`config.mk`:
```
export PLATFORM = sky130hd
export DESIGN_NAME = uart_transmitter
export DESIGN_NICKNAME = d
export VERILOG_FILES = /design/src/rtl/uart_pkg.sv /design/src/rtl/uart_baud_tick.sv /design/src/rtl/uart_transmitter.sv
export SDC_FILE = /design/constraint.sdc
export NUM_CORES = 1
export LEC_CHECK = 0
export CORE_ASPECT_RATIO = 1.4
export CORE_MARGIN = 5
export CORE_UTILIZATION = 55
export CTS_BUF_LIST = sky130_fd_sc_hd__clkbuf_8
export CTS_CLUSTER_SIZE = 25
export DETAILED_ROUTE_END_ITERATION = 10
export MAX_ROUTING_LAYER = met4
export PLACE_DENSITY = 0.79
export SYNTH_ARGS = -nofsm -noshare
export SYNTH_HDL_FRONTEND = slang
export SYNTH_SLANG_ARGS = --single-unit
```
`constraint.sdc`:
```
create_clock -name clk -period 2.5 [get_ports clk]
set_input_delay 0.25 -clock clk [delete_from_list [all_inputs] [get_ports clk]]
set_output_delay 0.25 -clock clk [all_outputs]
set_load 0.01 [all_outputs]
```
`src/rtl/uart_pkg.sv`:
```
// Shared UART definitions: TX state encoding, data width and default clock/baud constants.
// UART_TX_PARITY_EN adds the PARITY state and widens the state encoding to 3 bits.
package uart_pkg;

    localparam int unsigned UART_DATA_BITS     = 8;
    localparam int unsigned DEFAULT_CLOCK_FREQ = 125_000_000;
    localparam int unsigned DEFAULT_BAUD_RATE  = 115_200;

`ifdef UART_TX_PARITY_EN
    typedef enum logic [2:0] {
        StIdle   = 3'd0,
        StStart  = 3'd1,
        StData   = 3'd2,
        StStop   = 3'd3,
        StParity = 3'd4
    } tx_state_e;
`else
    typedef enum logic [1:0] {
        StIdle  = 2'd0,
        StStart = 2'd1,
        StData  = 2'd2,
        StStop  = 2'd3
    } tx_state_e;
`endif

endpackage

```
`src/rtl/uart_baud_tick.sv`:
```
// Baud-period counter: counts 0..SymbolEdgeTime-1 and flags the last cycle of each period.
// Synchronous clear and synchronous active-low reset; shared with the receiver.
module uart_baud_tick #(
    parameter int unsigned SymbolEdgeTime = 2,
    parameter int unsigned CounterWidth   = $clog2(SymbolEdgeTime)
) (
    input  logic clk_i,
    input  logic rst_ni,
    input  logic clear_i,
    output logic tick_o
);

    localparam logic [CounterWidth-1:0] LastCount = CounterWidth'(SymbolEdgeTime - 1);

    logic [CounterWidth-1:0] count_q, count_d;

    assign tick_o = (count_q == LastCount);

    always_comb begin
        count_d = count_q + 1'b1;
        if (clear_i || tick_o) begin
            count_d = '0;
        end
    end

    always_ff @(posedge clk_i) begin
        if (!rst_ni) begin
            count_q <= '0;
        end else begin
            count_q <= count_d;
        end
    end

endmodule

```
`src/rtl/uart_transmitter.sv`:
```
// UART transmitter: accepts a byte over ready/valid and sends an 8N1 frame, LSB first.
// Defining UART_TX_PARITY_EN inserts an even-parity bit before the stop bit.
module uart_transmitter
    import uart_pkg::*;
#(
    parameter int unsigned CLOCK_FREQ = DEFAULT_CLOCK_FREQ,
    parameter int unsigned BAUD_RATE  = DEFAULT_BAUD_RATE
) (
    input  logic                      clk,
    input  logic                      rst_n,
    input  logic [UART_DATA_BITS-1:0] data_in,
    input  logic                      data_in_valid,
    output logic                      data_in_ready,
    output logic                      serial_out
);

    localparam int unsigned SYMBOL_EDGE_TIME    = CLOCK_FREQ / BAUD_RATE;
    localparam int unsigned CLOCK_COUNTER_WIDTH = $clog2(SYMBOL_EDGE_TIME);
    localparam int unsigned BitIdxWidth         = $clog2(UART_DATA_BITS);
    localparam logic [BitIdxWidth-1:0] LastBit  = BitIdxWidth'(UART_DATA_BITS - 1);

    tx_state_e                 state_q, state_d;
    logic [UART_DATA_BITS-1:0] shift_q, shift_d;
    logic [BitIdxWidth-1:0]    bit_idx_q, bit_idx_d;
    logic                      serial_q, serial_d;
    logic                      handshake;
    logic                      baud_clear;
    logic                      baud_tick;
`ifdef UART_TX_PARITY_EN
    logic                      parity_q, parity_d;
`endif

    assign data_in_ready = (state_q == StIdle) && rst_n;
    assign handshake     = data_in_valid && data_in_ready;
    assign serial_out    = serial_q;
    // Holding the counter clear while idle aligns the first period with the accept edge.
    assign baud_clear    = (state_q == StIdle);

    uart_baud_tick #(
        .SymbolEdgeTime (SYMBOL_EDGE_TIME),
        .CounterWidth   (CLOCK_COUNTER_WIDTH)
    ) u_baud_tick (
        .clk_i   (clk),
        .rst_ni  (rst_n),
        .clear_i (baud_clear),
        .tick_o  (baud_tick)
    );

    always_comb begin
        state_d   = state_q;
        shift_d   = shift_q;
        bit_idx_d = bit_idx_q;
`ifdef UART_TX_PARITY_EN
        parity_d  = parity_q;
`endif
        case (state_q)
            StIdle: begin
                if (handshake) begin
                    shift_d   = data_in;
                    bit_idx_d = '0;
`ifdef UART_TX_PARITY_EN
                    parity_d  = ^data_in;
`endif
                    state_d   = StStart;
                end
            end
            StStart: begin
                if (baud_tick) state_d = StData;
            end
            StData: begin
                if (baud_tick) begin
                    shift_d   = shift_q >> 1;
                    bit_idx_d = bit_idx_q + 1'b1;
                    if (bit_idx_q == LastBit) begin
`ifdef UART_TX_PARITY_EN
                        state_d = StParity;
`else
                        state_d = StStop;
`endif
                    end
                end
            end
`ifdef UART_TX_PARITY_EN
            StParity: begin
                if (baud_tick) state_d = StStop;
            end
`endif
            StStop: begin
                if (baud_tick) state_d = StIdle;
            end
            default: state_d = StIdle;
        endcase

        // Line level is decoded from the next state so serial_out is a clean register.
        serial_d = 1'b1;
        case (state_d)
            StStart:  serial_d = 1'b0;
            StData:   serial_d = shift_d[0];
`ifdef UART_TX_PARITY_EN
            StParity: serial_d = parity_d;
`endif
            default:  serial_d = 1'b1;
        endcase
    end

    always_ff @(posedge clk) begin
        if (!rst_n) begin
            state_q   <= StIdle;
            shift_q   <= '0;
            bit_idx_q <= '0;
            serial_q  <= 1'b1;
`ifdef UART_TX_PARITY_EN
            parity_q  <= 1'b0;
`endif
        end else begin
            state_q   <= state_d;
            shift_q   <= shift_d;
            bit_idx_q <= bit_idx_d;
            serial_q  <= serial_d;
`ifdef UART_TX_PARITY_EN
            parity_q  <= parity_d;
`endif
        end
    end

endmodule

```
==> impl_metrics.ini <==
[synthesis]
syn_area_um2 = 1120
yosysWarnings = 0
synth_most_common_cell = dfxtp_1
synth-compound-area-share = 0.135
synth_top_area_cell = dfxtp_1
synth_cells = 121
synth.area.top_cells = dfxtp_1, nor2_1, ha_1
synthArstFlopShare = 0
synth_nets = 136
syn_area_per_cell_um2 = 9.30
muxShareOfSynthArea = 0.00890
synth_top_area_share = 0.445
synth_xor_xnor_area_share = 0.0779
yosys-top-cells-count = dfxtp_1, nor2_1, nand2_1, nor2b_1
synth_top_family_by_area = simple AND/OR/NAND/NOR gates
yosys_most_used_dff = dfxtp_1
synth_adder_area_share = 0.0445
ys_seq_area_frac = 0.445
synthSimpleGateAreaFrac = 0.256
synth_cell_type_count = 29
ys_ff_latch = 25
synth_edf_count = 0

[sta]
max_freq_ghz = 0.550
rsz0062_at_grt = false
maxSlewViolCount = 0
worst_pin_slew_ps = 851
finClkSkew_ps = 8.95
hold_viol = 0
timing.final.crit_share = 0.728
period_minus_slack_ps = 1820
setup_viol = 0
relSlewSlack = 0.430
tns_ps = 0

[grt]
antenna_found_initial = 0
grt_pass1_wl_um = 3470
grt_pass1_vias = 859
grt_usage = 0.157
grt_max_degree = 16
grt_overflow = 0

[die]
ios = 13
core_um2 = 1950
die_area_um2 = 3060
die_h_um = 63.5
rows = 19
dieWidth_um = 48.2
start_util = 0.577

[critical_path]
crit_chain = inv_1 -> ha_1 -> and4b_4 -> and4_4 -> nor2_1 -> a221oi_2 -> a31oi_1
critical_path.startpoint_type = flop
worst-setup-path-type = reg -> reg
cp-end-kind = flop
arrival_ps = 2020
cp_max_fo = 11
critPathSlowestCell = dfxtp_1
max_stage_delay_ps = 380
reg2reg_depth = 7
cp.required_ps = 2700

[clock_tree]
cts.reportedPaths.clkPinSlew_ps = 90
clk-insertion-delay-late_ps = 270
clockRootBuffer = clkbuf_8
cts_max_level = 1
holdBufCountCts = 0
clockBufferDepth = 2
cts_sinks = 25
cts_resized = 0
cts_tree = built
cts_setup_buffers = 0
cts_buffers = 3

[pwr]
intPower_mw = 0.561
p_comb_frac = 0.093
p_clk_frac = 0.330
sw_frac_of_total = 0.224
p_total_mw = 0.722
power_frac_seq = 0.578
p_leak_nw = 0.453
p_per_area_nw_per_um2 = 553
peakVddDrop_mv = 0.406
power.switching_mw = 0.162

[flow_run]
drv_cap = 0

[layout]
seq_area_um2 = 500
nets = 150
fillers = 162
areaGrowthSynthToFinish_pct = 16.0
drive_gt1_frac = 0.0746
num_antenna_cells = 0
utilization = 0.669
multi_input_area_um2 = 587

[routing]
drtAntennaViolNets = 0
dr.pass1.iters = 4
first_iter_violations = 14
drc = 0
avgRoutedWirePerCell_um = 13.2
routed_wl_um = 2050
viasPerCell = 5.50
vias = 852

[place]
place_congestion = 0.749
dpl.hpwl_um = 1570
portBuffers = 12

[min_path]
whs_path_depth = 1
hold_class = reg -> reg

[outcome]
outcome = completed
## power groups by stage
stage / Clock (mW) / Combinational [mW] / Sequential, mW
global placement: 0 / 0.0656 / 0.426
detailed placement: 0 / 0.0673 / 0.427
global route: 0.264 / 0.0742 / 0.419
CTS: 0.245 / 0.0676 / 0.418
floorplan: 0 / 0.0359 / 0.426
finish: 0.238 / 0.0669 / 0.417
## final timing paths
kind	startpoint	end	slack (ps)
setup / recovery	u_baud_tick.count_q[0]	serial_out	680
hold / removal	u_baud_tick.count_q[0]	u_baud_tick.count_q[0]	470
setup reg to reg	u_baud_tick.count_q[0]	serial_out	680
hold reg to reg	u_baud_tick.count_q[0]	u_baud_tick.count_q[0]	470
## cells in the final DEF, fill, tap and decap left out, types with 2 or more instances in the layout
master,instances
a21oi_1,3
dfxtp_1,25
nand2_1,8
xor2_1,5
and3_1,3
nand3_1,6
clkdlybuf4s50_1,12
nor2_1,16
ha_1,4
a21boi_0,6
nor3b_1,4
inv_1,4
nor2b_1,8
a22oi_1,6
xnor2_1,5
nand4_1,2
clkbuf_8,3
## final cells by class
| cell class | instances | area share |
|---|---|---|
| clock buffer | 3 | 0.0316 |
| clock inverter | 1 | 0.00575 |
| inverter | 4 | 0.0115 |
| multi-input combinational | 88 | 0.450 |
| timing repair buffer | 13 | 0.0978 |
| sequential | 25 | 0.384 |
| tap | 21 | 0.0201 |
## worst max-delay path: cells and delay by family (launching register included)
family / cells / cell delay [ps]
AND/OR/NAND/NOR: 3 / 830
AO/OA/AOI/OAI: 2 / 300
adder cells (fa/ha/maj): 1 / 190
flip-flops: 1 / 380
buffers and inverters: 1 / 60
## routing by layer
| metal | vias to the layer above | global-route usage | part of all wire |
|---|---|---|---|
| met5 | - | - | 0 |
| li1 | 442 | - | - |
| met3 | 5 | 0.0256 | 0.030 |
| met1 | 397 | 0.172 | 0.40 |
| met2 | 8 | 0.260 | 0.54 |
| met4 | 0 | 0.0707 | 0.023 |
## through the flow
stage / setup slack (ps) / instance area [um^2] / hold WS, ps / instances
5_1_grt: 490 / 1310 / 501 / 155
2_1_floorplan: 776 / 1120 / 404 / 121
3_3_place_gp: 564 / 1260 / 440 / 151
3_5_place_dp: 515 / 1260 / 452 / 151
6_report: 680 / 1310 / 467 / 155
4_1_cts: 655 / 1310 / 471 / 155
## kinds of logic (layout without fill, tap and decap cells)
group                    Yosys count  in the layout
AND/OR/NAND/NOR                   53             53
adder cells (fa/ha/maj)            4              4
AO/OA/AOI/OAI                     20             20
flip-flops                        25             25
multiplexers                       1              1
XOR/XNOR                          10             10
buffers and inverters              8             21
## registers in the layout, summed over array words and instances, names as in the netlist
name / flops
state_q: 2
u_baud_tick.count_q: 11
shift_q: 8
serial_out: 1
bit_idx_q: 3
Note: power is estimated with default switching activity, not from simulation.
==> RTL edit: new RTL, same settings <==
`DEFAULT_CLOCK_FREQ`: 125_000_000 -> 62_500_000.
--- a/src/rtl/uart_pkg.sv
+++ b/src/rtl/uart_pkg.sv
@@ -3,7 +3,7 @@
 package uart_pkg;
 
     localparam int unsigned UART_DATA_BITS     = 8;
-    localparam int unsigned DEFAULT_CLOCK_FREQ = 125_000_000;
+    localparam int unsigned DEFAULT_CLOCK_FREQ = 62_500_000;
     localparam int unsigned DEFAULT_BAUD_RATE  = 115_200;
 
 `ifdef UART_TX_PARITY_EN
Behaviour: same outputs for any inputs over 10 cycles, from zero or initial values and one cycle with rst_n low; that may be too few to reach the edited logic, so the function may still have changed.
==> RTL edit against the original RTL <==
- area after synthesis is 2.0% lower
- total power is 0.30% higher
- global-route usage is 0.28 points higher
- via count is 2.6% lower
- clock skew is 0.0044 ns lower
- register-to-register slack better by 0.15 ns
- design area is 1.4% lower
- clock power is 12% higher
- wire length is 1.7% lower
- sequential cell count is 1 lower
- setup slack worse by 0.090 ns
- critical path type is now in2out
- synthesized cell count is 5.0% lower
==> RTL edit: results (changes against the original RTL) <==
\begin{tabular}{lr}
\hline
Metric & Value \\
\hline
\multicolumn{2}{l}{\textbf{Placement}} \\
Post-DP HPWL & 1490 um (was 1570 um) \\
Final estimated routing congestion in global placement & 0.738 (was 0.749) \\
Setup slack at placement & 0.480 ns (was 0.515 ns) \\
\multicolumn{2}{l}{\textbf{Yosys}} \\
Most used standard cells in the synthesized netlist & 24 x dfxtp\_1, 12 x nor2\_1, 10 x nand2\_1, 8 x a21boi\_0, 8 x nand3\_1 (was 25 x dfxtp\_1, 16 x nor2\_1, 8 x nand2\_1, 8 x nor2b\_1) \\
Sequential area share after synthesis & 43.6\% (was 44.5\%) \\
\multicolumn{2}{l}{\textbf{Final layout}} \\
Synth-to-Final Area Change & 16.7\% (was 16.0\%) \\
Net count, final & 144 (was 150) \\
Largest registers & u\_baud\_tick.count\_q (10), shift\_q (8), bit\_idx\_q (3) (was u\_baud\_tick.count\_q (11), shift\_q (8), bit\_idx\_q (3)) \\
Filler Cells Inserted & 179 (was 162) \\
Share of layout cells above drive strength 1 & 7.81\% (was 7.46\%) \\
\multicolumn{2}{l}{\textbf{GRT}} \\
Maximum number of pins on one net before global-route repair & 14 (was 16) \\
Global-route total usage across every layer & 16.0\% (was 15.7\%) \\
\multicolumn{2}{l}{\textbf{Detailed routing}} \\
Initial DRC Count & 16 (was 14) \\
Routed wire length & 2020 um (was 2050 um) \\
Ratio of routed vias to standard cells & 5.57 (was 5.50) \\
Initial DRT Pass Iterations & 3 (was 4) \\
\multicolumn{2}{l}{\textbf{Setup path}} \\
Arrival time worst endpoint & 1.66 ns (was 2.02 ns) \\
Master of the slowest instance on the critical path & clkdlybuf4s50\_1 (was dfxtp\_1) \\
Slowest cell delay on critical path & 0.64 ns (was 0.38 ns) \\
Top fanout value on the critical path & 10 (was 11) \\
\multicolumn{2}{l}{\textbf{Power}} \\
Worst supply voltage drop on vdd & 0.456 mV (was 0.406 mV) \\
Logic power comb & 0.0000597 W (was 0.0000669 W) \\
Sequential cell power & 0.000398 W (was 0.000417 W) \\
Leakage power summed over all cells & 0.483 nW (was 0.453 nW) \\
\multicolumn{2}{l}{\textbf{Timing}} \\
Final setup skew & 0.00456 ns (was 0.00895 ns) \\
\multicolumn{2}{l}{\textbf{Run status}} \\
Run status & completed (unchanged) \\
\hline
\end{tabular}
## RTL edit: layout make-up
cell class | instances | share of cell area [%]
Multi-Input combinational cell | 86 | 46.1
Inverter | 1 | 0.292
Sequential cell | 24 | 37.4
Tap cell | 21 | 2.04
Timing Repair Buffer | 13 | 9.92
Clock buffer | 4 | 4.28
## RTL edit: worst min-delay path, stage by stage, from the launching register on
cell and delay (ns):
dfxtp_1 0.32, nand2_1 0.05, a21boi_0 0.06
## RTL edit: per-stage QoR
stage                     power [W]  cells
after floorplan            0.000439    115
final                      0.000724    149
after global placement     0.000466    145
after CTS                  0.000729    149
after detailed placement   0.000468    145
after global routing       0.000751    149
## RTL edit: cells by family after synthesis
family / count (synthesis) / share of synthesized area [%]
AOI/OAI and AO/OA: 23 / 15.3
xor gates and xnor gates: 9 / 7.15
adders and majority gates: 4 / 4.54
buffers and inverters: 5 / 2.61
DFF: 24 / 43.6
muxes: 2 / 1.82
and+or+nand+nor: 48 / 25.0
## RTL edit: final timing paths
| check | slack (ns) | start | endpoint | cells past startpoint |
|---|---|---|---|---|
| min reg2reg | 0.47 | bit_idx_q[1] | bit_idx_q[1] | 2 |
| max | 0.59 | rst_n | data_in_ready | 3 |
| max reg2reg | 0.83 | u_baud_tick.count_q[0] | serial_out | 6 |
| min | 0.47 | bit_idx_q[1] | bit_idx_q[1] | 2 |
## RTL edit: routing by layer
| metal | share of wire (%) | vias to the layer above | wire length, um | global-route usage [%] |
|---|---|---|---|---|
| li1 | - | 431 | - | - |
| met1 | 45 | 388 | 904 | 17.6 |
| met2 | 51 | 7 | 1020 | 26.0 |
| met3 | 2.5 | 4 | 50 | 2.59 |
| met4 | 2.0 | 0 | 40 | 8.08 |
| met5 | 0 | - | 0 | - |
